==> config.mk <==
export PLATFORM = sky130hd
export DESIGN_NAME = digest_serializer_flat
export DESIGN_NICKNAME = d
export VERILOG_FILES = /design/src/rtl/cshake_pkg.sv /design/src/rtl/digest_serializer_if.sv /design/src/rtl/piso_shift_reg.sv /design/src/rtl/digest_serializer.sv /design/src/flat_wrapper.sv
export SDC_FILE = /design/constraint.sdc
export NUM_CORES = 1
export LEC_CHECK = 0
export BUFFER_PORTS_ARGS = -buffer_cell sky130_fd_sc_hd__buf_2
export CAP_MARGIN = 10
export CORE_AREA = 2 2 238 240
export DETAILED_ROUTE_END_ITERATION = 12
export DIE_AREA = 0 0 240 242
export HOLD_SLACK_MARGIN = 0.1
export PLACE_DENSITY = 0.77
export RECOVER_POWER = 50
export SETUP_SLACK_MARGIN = 0.4
export SYNTH_ARGS = -nofsm -noshare
export SYNTH_HDL_FRONTEND = slang
export SYNTH_SLANG_ARGS = --single-unit
==> constraint.sdc <==
create_clock -name clk -period 1.9 [get_ports clk]
set_clock_uncertainty 0.1 [all_clocks]
set_input_delay 0.19 -clock clk [delete_from_list [all_inputs] [get_ports clk]]
set_output_delay 0.19 -clock clk [all_outputs]
set_load 0.01 [all_outputs]
==> src/rtl/cshake_pkg.sv <==
// cshake_pkg -- definitions shared by the cSHAKE256 digest serializer files.
//   OUT_BITS_DEFAULT : default digest width in bits (512).
//   SER_IDLE/SER_SHIFT/SER_DONE : serializer FSM encodings, also seen on
//                                 debug_ser_state.
//   ser_state_e      : typed FSM state built on those encodings.
// Macro DIGEST_SER_MSB_FIRST_EN (optional) selects MSB-first transmission;
// it does not change anything in this package.
package cshake_pkg;

    localparam int OUT_BITS_DEFAULT = 512;

    localparam logic [1:0] SER_IDLE  = 2'd0;
    localparam logic [1:0] SER_SHIFT = 2'd1;
    localparam logic [1:0] SER_DONE  = 2'd2;

    // 2'd3 is never entered on purpose; the FSM recovers from it to IDLE.
    typedef enum logic [1:0] {
        ST_IDLE    = SER_IDLE,
        ST_SHIFT   = SER_SHIFT,
        ST_DONE    = SER_DONE,
        ST_ILLEGAL = 2'd3
    } ser_state_e;

endpackage

==> src/rtl/digest_serializer_if.sv <==
// digest_serializer_if -- parallel load side plus bit-serial transmit side of
// the digest serializer.
//   load / digest_in / load_ready : digest capture handshake
//   enable                        : downstream ready for the serial stream
//   serial_out / serial_valid     : serial data bit and its valid
//   serial_end_signal             : marks the last bit of a frame
//   tx_done                       : one-cycle pulse after the last bit
// Modports: master = serializer side, slave = producer/consumer side.
// Macro DIGEST_SER_MSB_FIRST_EN (optional) has no effect on this interface.
//
// Handshake rule for both channels: a transfer happens on a rising clock edge
// where the sender's valid (load, serial_valid) and the receiver's ready
// (load_ready, enable) are both high; a sender keeps its data stable until
// that edge and never makes valid depend combinationally on ready.
interface digest_serializer_if
    import cshake_pkg::*;
#(
    parameter int OUT_BITS = OUT_BITS_DEFAULT
);
    logic                load;
    logic [OUT_BITS-1:0] digest_in;
    logic                load_ready;
    logic                enable;
    logic                serial_out;
    logic                serial_valid;
    logic                serial_end_signal;
    logic                tx_done;

    modport master (
        input  load, digest_in, enable,
        output load_ready, serial_out, serial_valid, serial_end_signal, tx_done
    );

    modport slave (
        output load, digest_in, enable,
        input  load_ready, serial_out, serial_valid, serial_end_signal, tx_done
    );
endinterface

==> src/rtl/piso_shift_reg.sv <==
// piso_shift_reg -- parallel-load, serial-out shift register.
//   clk, reset : clock, synchronous active-high reset (clears the register)
//   load       : capture par_in (has priority over shift_en)
//   shift_en   : advance one bit, zero fill
//   par_in     : parallel data, OUT_BITS wide
//   ser_out    : current output bit
// Macro DIGEST_SER_MSB_FIRST_EN: defined -> output MSB, shift left;
// undefined (default) -> output LSB, shift right.
module piso_shift_reg #(
    parameter int OUT_BITS = 512
) (
    input  logic                clk,
    input  logic                reset,
    input  logic                load,
    input  logic                shift_en,
    input  logic [OUT_BITS-1:0] par_in,
    output logic                ser_out
);

    logic [OUT_BITS-1:0] shreg_d;
    logic [OUT_BITS-1:0] shreg_q;

    always_comb begin
        shreg_d = shreg_q;
        if (load) begin
            shreg_d = par_in;
        end else if (shift_en) begin
`ifdef DIGEST_SER_MSB_FIRST_EN
            shreg_d = {shreg_q[OUT_BITS-2:0], 1'b0};
`else
            shreg_d = {1'b0, shreg_q[OUT_BITS-1:1]};
`endif
        end
    end

    always_ff @(posedge clk) begin
        if (reset) begin
            shreg_q <= '0;
        end else begin
            shreg_q <= shreg_d;
        end
    end

`ifdef DIGEST_SER_MSB_FIRST_EN
    assign ser_out = shreg_q[OUT_BITS-1];
`else
    assign ser_out = shreg_q[0];
`endif

endmodule

==> src/rtl/digest_serializer.sv <==
// digest_serializer -- captures the cSHAKE256 digest when the hash core
// signals done and transmits it one bit per accepted cycle.
//   clk, reset          : clock, synchronous active-high reset
//   bus (master)        : load/digest_in/load_ready capture handshake,
//                         serial_out/serial_valid/enable serial handshake,
//                         serial_end_signal on the last bit, tx_done pulse
//   debug_ser_state     : FSM state (0 IDLE, 1 SHIFT, 2 DONE)
//   debug_ser_bitcount  : bits already transferred in the current frame
// Macro DIGEST_SER_MSB_FIRST_EN: defined -> MSB first; default LSB first.
// All outputs decode from registered state only (Moore); enable and load
// only steer next-state logic.
module digest_serializer
    import cshake_pkg::*;
#(
    parameter int OUT_BITS = OUT_BITS_DEFAULT,
    parameter int CNT_W    = $clog2(OUT_BITS)
) (
    input  logic                   clk,
    input  logic                   reset,
    digest_serializer_if.master    bus,
    output logic [1:0]             debug_ser_state,
    output logic [CNT_W-1:0]       debug_ser_bitcount
);

    localparam logic [CNT_W-1:0] LAST_IDX = CNT_W'(OUT_BITS - 1);

    ser_state_e       state_d;
    ser_state_e       state_q;
    logic [CNT_W-1:0] bitcount_d;
    logic [CNT_W-1:0] bitcount_q;
    logic             load_acc;
    logic             shift_en;
    logic             ser_bit;

    piso_shift_reg #(
        .OUT_BITS (OUT_BITS)
    ) u_piso (
        .clk      (clk),
        .reset    (reset),
        .load     (load_acc),
        .shift_en (shift_en),
        .par_in   (bus.digest_in),
        .ser_out  (ser_bit)
    );

    always_comb begin
        state_d    = state_q;
        bitcount_d = bitcount_q;
        load_acc   = 1'b0;
        shift_en   = 1'b0;
        case (state_q)
            ST_IDLE: begin
                if (bus.load) begin
                    load_acc   = 1'b1;
                    bitcount_d = '0;
                    state_d    = ST_SHIFT;
                end
            end
            ST_SHIFT: begin
                if (bus.enable) begin
                    shift_en = 1'b1;
                    // Counter saturates at the last index so it never wraps.
                    if (bitcount_q == LAST_IDX) begin
                        state_d = ST_DONE;
                    end else begin
                        bitcount_d = bitcount_q + 1'b1;
                    end
                end
            end
            ST_DONE: begin
                state_d = ST_IDLE;
            end
            default: begin
                state_d = ST_IDLE;
            end
        endcase
    end

    always_ff @(posedge clk) begin
        if (reset) begin
            state_q    <= ST_IDLE;
            bitcount_q <= '0;
        end else begin
            state_q    <= state_d;
            bitcount_q <= bitcount_d;
        end
    end

    assign bus.load_ready        = (state_q == ST_IDLE);
    assign bus.serial_valid      = (state_q == ST_SHIFT);
    assign bus.serial_out        = (state_q == ST_SHIFT) && ser_bit;
    assign bus.serial_end_signal = (state_q == ST_SHIFT) && (bitcount_q == LAST_IDX);
    assign bus.tx_done           = (state_q == ST_DONE);

    assign debug_ser_state    = state_q;
    assign debug_ser_bitcount = bitcount_q;

endmodule

==> src/flat_wrapper.sv <==
// flat-port wrapper written by rule: the top's interface ports become plain ports
module digest_serializer_flat import cshake_pkg::*;
#(
    parameter int OUT_BITS = OUT_BITS_DEFAULT,
    parameter int CNT_W    = $clog2(OUT_BITS)
)
  (clk, reset, debug_ser_state, debug_ser_bitcount, bus_load, bus_digest_in, bus_enable, bus_load_ready, bus_serial_out, bus_serial_valid, bus_serial_end_signal, bus_tx_done);
  digest_serializer_if #(.OUT_BITS(OUT_BITS)) bus_i ();
  input  logic clk;
  input  logic reset;
  output logic [1:0] debug_ser_state;
  output logic [CNT_W-1:0] debug_ser_bitcount;
  input wire logic [$bits(bus_i.load)-1:0] bus_load;
  input wire logic [$bits(bus_i.digest_in)-1:0] bus_digest_in;
  input wire logic [$bits(bus_i.enable)-1:0] bus_enable;
  output wire logic [$bits(bus_i.load_ready)-1:0] bus_load_ready;
  output wire logic [$bits(bus_i.serial_out)-1:0] bus_serial_out;
  output wire logic [$bits(bus_i.serial_valid)-1:0] bus_serial_valid;
  output wire logic [$bits(bus_i.serial_end_signal)-1:0] bus_serial_end_signal;
  output wire logic [$bits(bus_i.tx_done)-1:0] bus_tx_done;
  assign bus_i.load = bus_load;
  assign bus_i.digest_in = bus_digest_in;
  assign bus_i.enable = bus_enable;
  assign bus_load_ready = bus_i.load_ready;
  assign bus_serial_out = bus_i.serial_out;
  assign bus_serial_valid = bus_i.serial_valid;
  assign bus_serial_end_signal = bus_i.serial_end_signal;
  assign bus_tx_done = bus_i.tx_done;
  digest_serializer #(.OUT_BITS(OUT_BITS), .CNT_W(CNT_W)) u_core (.clk(clk), .reset(reset), .bus(bus_i), .debug_ser_state(debug_ser_state), .debug_ser_bitcount(debug_ser_bitcount));
endmodule
==> reports/qor.yml, run 1 <==
fp.dieH_um: 242
place_inst: 4047
syn-num-nets: 3552
synth.largest_area_cell: "dfxtp_1"
cts-root-buf: "clkbuf_16"
synth.yosys.warnings: 0
post_synth_main_area_contributors: "dfxtp_1 (37%), o21ba_2 (18%), nand3b_1 (14%)"
chipWidth_um: 240
register_bit_count_reported_by_yosys: 523
worst_endpoint_kind: "register data pin"
pin_count_of_the_biggest_net_entering_global_routing: 119
cts_max_path_buffers: 3
syn-mean-instance-area_um2: 9.232
outcome: "stopped before the end"
global_route.usage.total_pct: 72.96
tritoncts.num_buffers: 56
failed_stage: "5_1_grt"
port_buffers: 531
globalRouteOverflowTotal: 18
synth_cell_type_count: 32
floorplan.rows: 87
total_half_perimeter_wirelength_after_legalization_and_detailed_placement_mm: 52.17
sink_count_of_the_clock_tree: 523
synth_top_area_share_pct: 37.38
pin_count: 532
synth_seq_area_share_pct: 37.38
syn_inst: 3034
repair-timing-grt-worst-ep: "u_core.u_piso.shreg_q[169]$_SDFFE_PP0P_/D"
starting_density_of_the_core_pct: 50.26
ctsHtreeMaxLevel: 2
finalWeightedCongestion: 0.8517
first-error: "[ERROR GRT-0232] Routing congestion too high. Check the congestion heatmap in the GUI."
syn_area_mm2: 0.02801
-- per-layer routing --
metal	GRT overflow	GRT usage, %
met1	2	72.79
met3	7	60.82
met2	3	88.29
met4	6	71.50
met5	0	19.70
-- cells by family after synthesis --
group,count (synthesis),share of synthesized area (%)
mux,7,0.2948
simple gates,549,14.60
fa+ha+maj,2,0.08932
flops,523,37.38
compound gates,1548,41.43
buf+inv,405,6.204
-- through the flow --
stage / cell area [um2] / setup slack (ns)
floorplan: 29090 / 0.03140
global placement: 32380 / 0.07656
detailed placement: 32380 / 0.06131
CTS: 45520 / -0.1316
-- Yosys cell counts --
cell,n
o211ai_1,1
nand4b_1,3
inv_2,1
a211oi_1,515
clkbuf_1,322
nand2_1,5
nor3_1,1
o21ba_2,511
a21oi_1,6
ha_1,2
or3_1,1
buf_6,5
or3b_2,7
dfxtp_1,523
and2_1,2
nor2_1,3
o21ai_0,512
buf_1,10
nand3_1,2
and3b_1,1
nand2b_1,2
nor4bb_1,1
a31oi_1,1
nor2b_1,2
nand3b_1,518
buf_4,39
mux2i_1,6
a32oi_1,2
buf_2,27
mux2i_4,1
nand4_1,1
inv_1,1
-- timing repair --
item,in CTS
hold buffers,516
setup endpoints to repair,533
buffers inserted,86
resized for setup,751
gates cloned,100
hold endpoints to repair,523
pin swaps,175
==> run 2, diff against run 1 <==
--- a/config.mk
+++ b/config.mk
@@ -7,13 +7,11 @@
 export LEC_CHECK = 0
 export BUFFER_PORTS_ARGS = -buffer_cell sky130_fd_sc_hd__buf_2
 export CAP_MARGIN = 10
-export CORE_AREA = 2 2 238 240
+export CORE_AREA = 2 2 268 270
 export DETAILED_ROUTE_END_ITERATION = 12
-export DIE_AREA = 0 0 240 242
-export HOLD_SLACK_MARGIN = 0.1
-export PLACE_DENSITY = 0.77
+export DIE_AREA = 0 0 270 272
+export PLACE_DENSITY_LB_ADDON = 0.15
 export RECOVER_POWER = 50
-export SETUP_SLACK_MARGIN = 0.4
 export SYNTH_ARGS = -nofsm -noshare
 export SYNTH_HDL_FRONTEND = slang
 export SYNTH_SLANG_ARGS = --single-unit
==> constraint.sdc (replaced) <==
create_clock -name clk -period 2.5 [get_ports clk]
set_clock_uncertainty 0.1 [all_clocks]
set_input_delay 0.25 -clock clk [delete_from_list [all_inputs] [get_ports clk]]
set_output_delay 0.25 -clock clk [all_outputs]
set_load 0.01 [all_outputs]
==> run 2 against run 1 <==
Against the previous run:
- synthesized cell count did not move
- the run now ends clean
- synthesized area did not move
==> reports/qor.yml, run 2 <==
firstDrtPassIters: 5
worst-endpoint-required_ns: 2.87
area_growth_from_synthesis_to_layout_pct: 36.36
chipWidth_um: 270  # +13%
globalRouteOverflowTotal: 0
timing.fmax_mhz: 423.4
total_leakage_power_nw: 13.68
hold_path.class: "input pin to flop"
place_ws_ns: 0.3160  # +0.2547 ns
floorplan.rows: 98  # +13%
total_half_perimeter_wirelength_after_legalization_and_detailed_placement_mm: 54.17  # +3.8%
cp_slowest_cell: "clkbuf_4"
crit_path_start: "u_core.debug_ser_state[1]"
outcome: "finished, final reports clean"
starting_density_of_the_core_pct: 39.59  # -11 points
critical_path_depth: 4
synth-edff-count: 0  # unchanged
register_bit_count_reported_by_yosys: 523  # unchanged
vdd_ir_drop_max_mv: 0.5752
synth.largest_area_cell: "dfxtp_1"
worstPathCellList: "clkbuf_4 > buf_8 > o21ba_2 > a211oi_1"
slowest_delay_ns: 0.81
syn_area_mm2: 0.02801  # unchanged
final_hold_fails: 0
drt-wirelength-per-cell_um: 20.07
final_layout_size_suffix_gt1_share_pct: 31.56
postRouteWirelength_mm: 96.69
setup_tns_ns: 0
timing.final.setup_violations: 0
grt_antenna_before_repair: 19
cts_max_path_buffers: 3  # unchanged
regArea_mm2: 0.01048
syn-num-nets: 3552  # unchanged
antenna_left: 0
top_post_synthesis_cells_by_count: "dfxtp_1 (523), nand3b_1 (518), a211oi_1 (515)"
timing.rr.end: "u_core.u_piso.shreg_q[343]"
finalNetCount: 4324
timing.rr.start: "u_core.debug_ser_state[1]"
cap_violations: 0
pin_count_of_the_biggest_net_entering_global_routing: 171
fin_crit_sh_pct: 94.47
critical_path_peak_fanout: 61
timing_worst_setup_path_type: "flop to flop"
worstSkewPairLatency_ns: 0.62
worst_slew_margin_rel_pct: 40.51
slew_violations: 0
drt_drc_violations_left: 0
max_ffs_per_register: 512
num-fill-cells: 6270
global_route.usage.total_pct: 24.88
post_synth_main_area_contributors: "dfxtp_1 (37%), o21ba_2 (18%), nand3b_1 (14%)"
powerDensity_mw_per_mm2: 611.9
synth_cell_type_count: 32  # unchanged
clk_pin_slew_ns: 0.06
place_inst: 4188  # +3.5%
synth_ff_type: "dfxtp_1"
syn_inst: 3034  # unchanged
global_route_wire_length_before_repair_mm: 153.3
cts-root-buf: "clkbuf_16"
synth_seq_area_share_pct: 37.38  # unchanged
synth.yosys.warnings: 0  # unchanged
mostFrequentLayoutCell: "dfxtp_1"
ctsHtreeMaxLevel: 2  # unchanged
final_cell_mix: "dfxtp_1 (521), buf_2 (519), nand3b_1 (518)"
route.vias.total: 27910
syn-mean-instance-area_um2: 9.232  # unchanged
fp.dieH_um: 272  # +12%
core_region_area_mm2: 0.07075
finish.cell_count_without_fillers: 4817
worst_ep_arrival_time_ns: 2.73
cts_tree: "built"
worst_pin_slew_ns: 0.8924
violation_count_after_the_first_detailed_route_iteration: 2464
ff2ff_path_depth: 4
power.total_mw: 23.37
crit_path_end_kind: "flop"
postCtsResizedCells: 0  # -100%
vias_per_cell: 5.795
port_buffers: 531  # unchanged
cell_with_the_most_instances_after_synthesis: "dfxtp_1"
cp-endpoint: "u_core.u_piso.shreg_q[343]"
regToRegSetupSlack_ns: 0.14
pin_count: 532  # unchanged
post_route_worst_setup_slack_ns: 0.1382
path_delay_family: "buffers and inverters"
fp.dieArea_mm2: 0.07344
number_of_global_route_vias_before_repair: 27980
synth-async-reset-ratio_pct: 0  # unchanged
largest-register: "u_core.u_piso.shreg_q"
timing.final.crit_period_ns: 2.362
setup_repair_after_global_routing_missed_its_margin: "no"
cp_num_buf_inv: 2
finalWeightedCongestion: 0.8525  # about the same
multi_input_comb_area_mm2: 0.01580
tritoncts.num_buffers: 59  # +5.4%
synth_top_area_share_pct: 37.38  # unchanged
sink_count_of_the_clock_tree: 523  # unchanged
worst_setup_path_start_kind: "flop"
==> run 2: worst min-delay path by stage <==
| stage | start | to | cells after the start |
|---|---|---|---|
| 6_report | bus_enable | u_core.u_piso.shreg_q[13] | 4 |
| 5_1_grt | bus_enable | u_core.u_piso.shreg_q[13] | 4 |
| 4_1_cts | bus_digest_in[97] | u_core.u_piso.shreg_q[97] | 3 |
| 3_5_place_dp | u_core.u_piso.shreg_q[511] | u_core.u_piso.shreg_q[511] | 2 |
| 3_3_place_gp | u_core.u_piso.shreg_q[511] | u_core.u_piso.shreg_q[511] | 2 |
| 2_1_floorplan | bus_digest_in[511] | u_core.u_piso.shreg_q[511] | 2 |
==> run 2: cells by family (layout without fill, tap and decap cells) <==
group | count (synthesis) | count (layout) | share of synthesized area (%)
other | 0 | 17 | 0
muxes | 7 | 7 | 0.2948
AOI/OAI and AO/OA | 1548 | 1548 | 41.43
DFF | 523 | 523 | 37.38
buffers and inverters | 405 | 1221 | 6.204
adders and majority gates | 2 | 2 | 0.08932
and+or+nand+nor | 549 | 549 | 14.60
==> run 2: final cells by class <==
cell class / count / share of cell area (%)
Sequential cell: 523 / 27.43
Timing Repair Buffer: 1114 / 22.73
Clock buffer: 87 / 4.756
Tap cell: 950 / 3.112
Inverter: 2 / 0.03931
Antenna cell: 17 / 0.1114
Multi-Input combinational cell: 2106 / 41.37
Clock inverter: 18 / 0.4553
==> run 2: metrics by stage <==
step	util, %	hold slack (ns)	instance area (um2)
finish	53.99	0.02278	38200
detailed placement	44.10	0.3708	31200
global route	53.98	0.02180	38190
global placement	44.10	0.3629	31200
CTS	54.09	0.002526	38270
floorplan	-	0.3176	28010
==> run 2: worst register-to-register path, delay by kind of cell, from the launching register on <==
family	cells	cell delay, ns
DFF	1	0.57
AOI/OAI and AO/OA	2	0.28
buffers and inverters	2	1.26
==> run 2: what timing repair did <==
action                                  4_1_cts  5_1_grt
endpoints found under the setup margin        0        0
hold endpoints to repair                    507        0
buffers inserted                              0        0
hold buffers                                507        0
==> run 2: metal layers <==
| layer | wire length (um) | up-vias | GRT usage, % |
|---|---|---|---|
| met2 | 46010 | 974 | 40.83 |
| met5 | 60 | - | 0 |
| met1 | 42030 | 13680 | 32.60 |
| met4 | 3644 | 10 | 10.38 |
| li1 | - | 13010 | - |
| met3 | 4945 | 242 | 3.870 |
==> run 2: power by group <==
group          total, mW  switching [mW]  leakage [nW]  internal, mW
sequential          9.51           0.334          4.35          9.17
clock               8.95            3.65         0.989          5.30
combinational       4.92            2.11          8.34          2.81
Power figures use the tool's default switching activity.
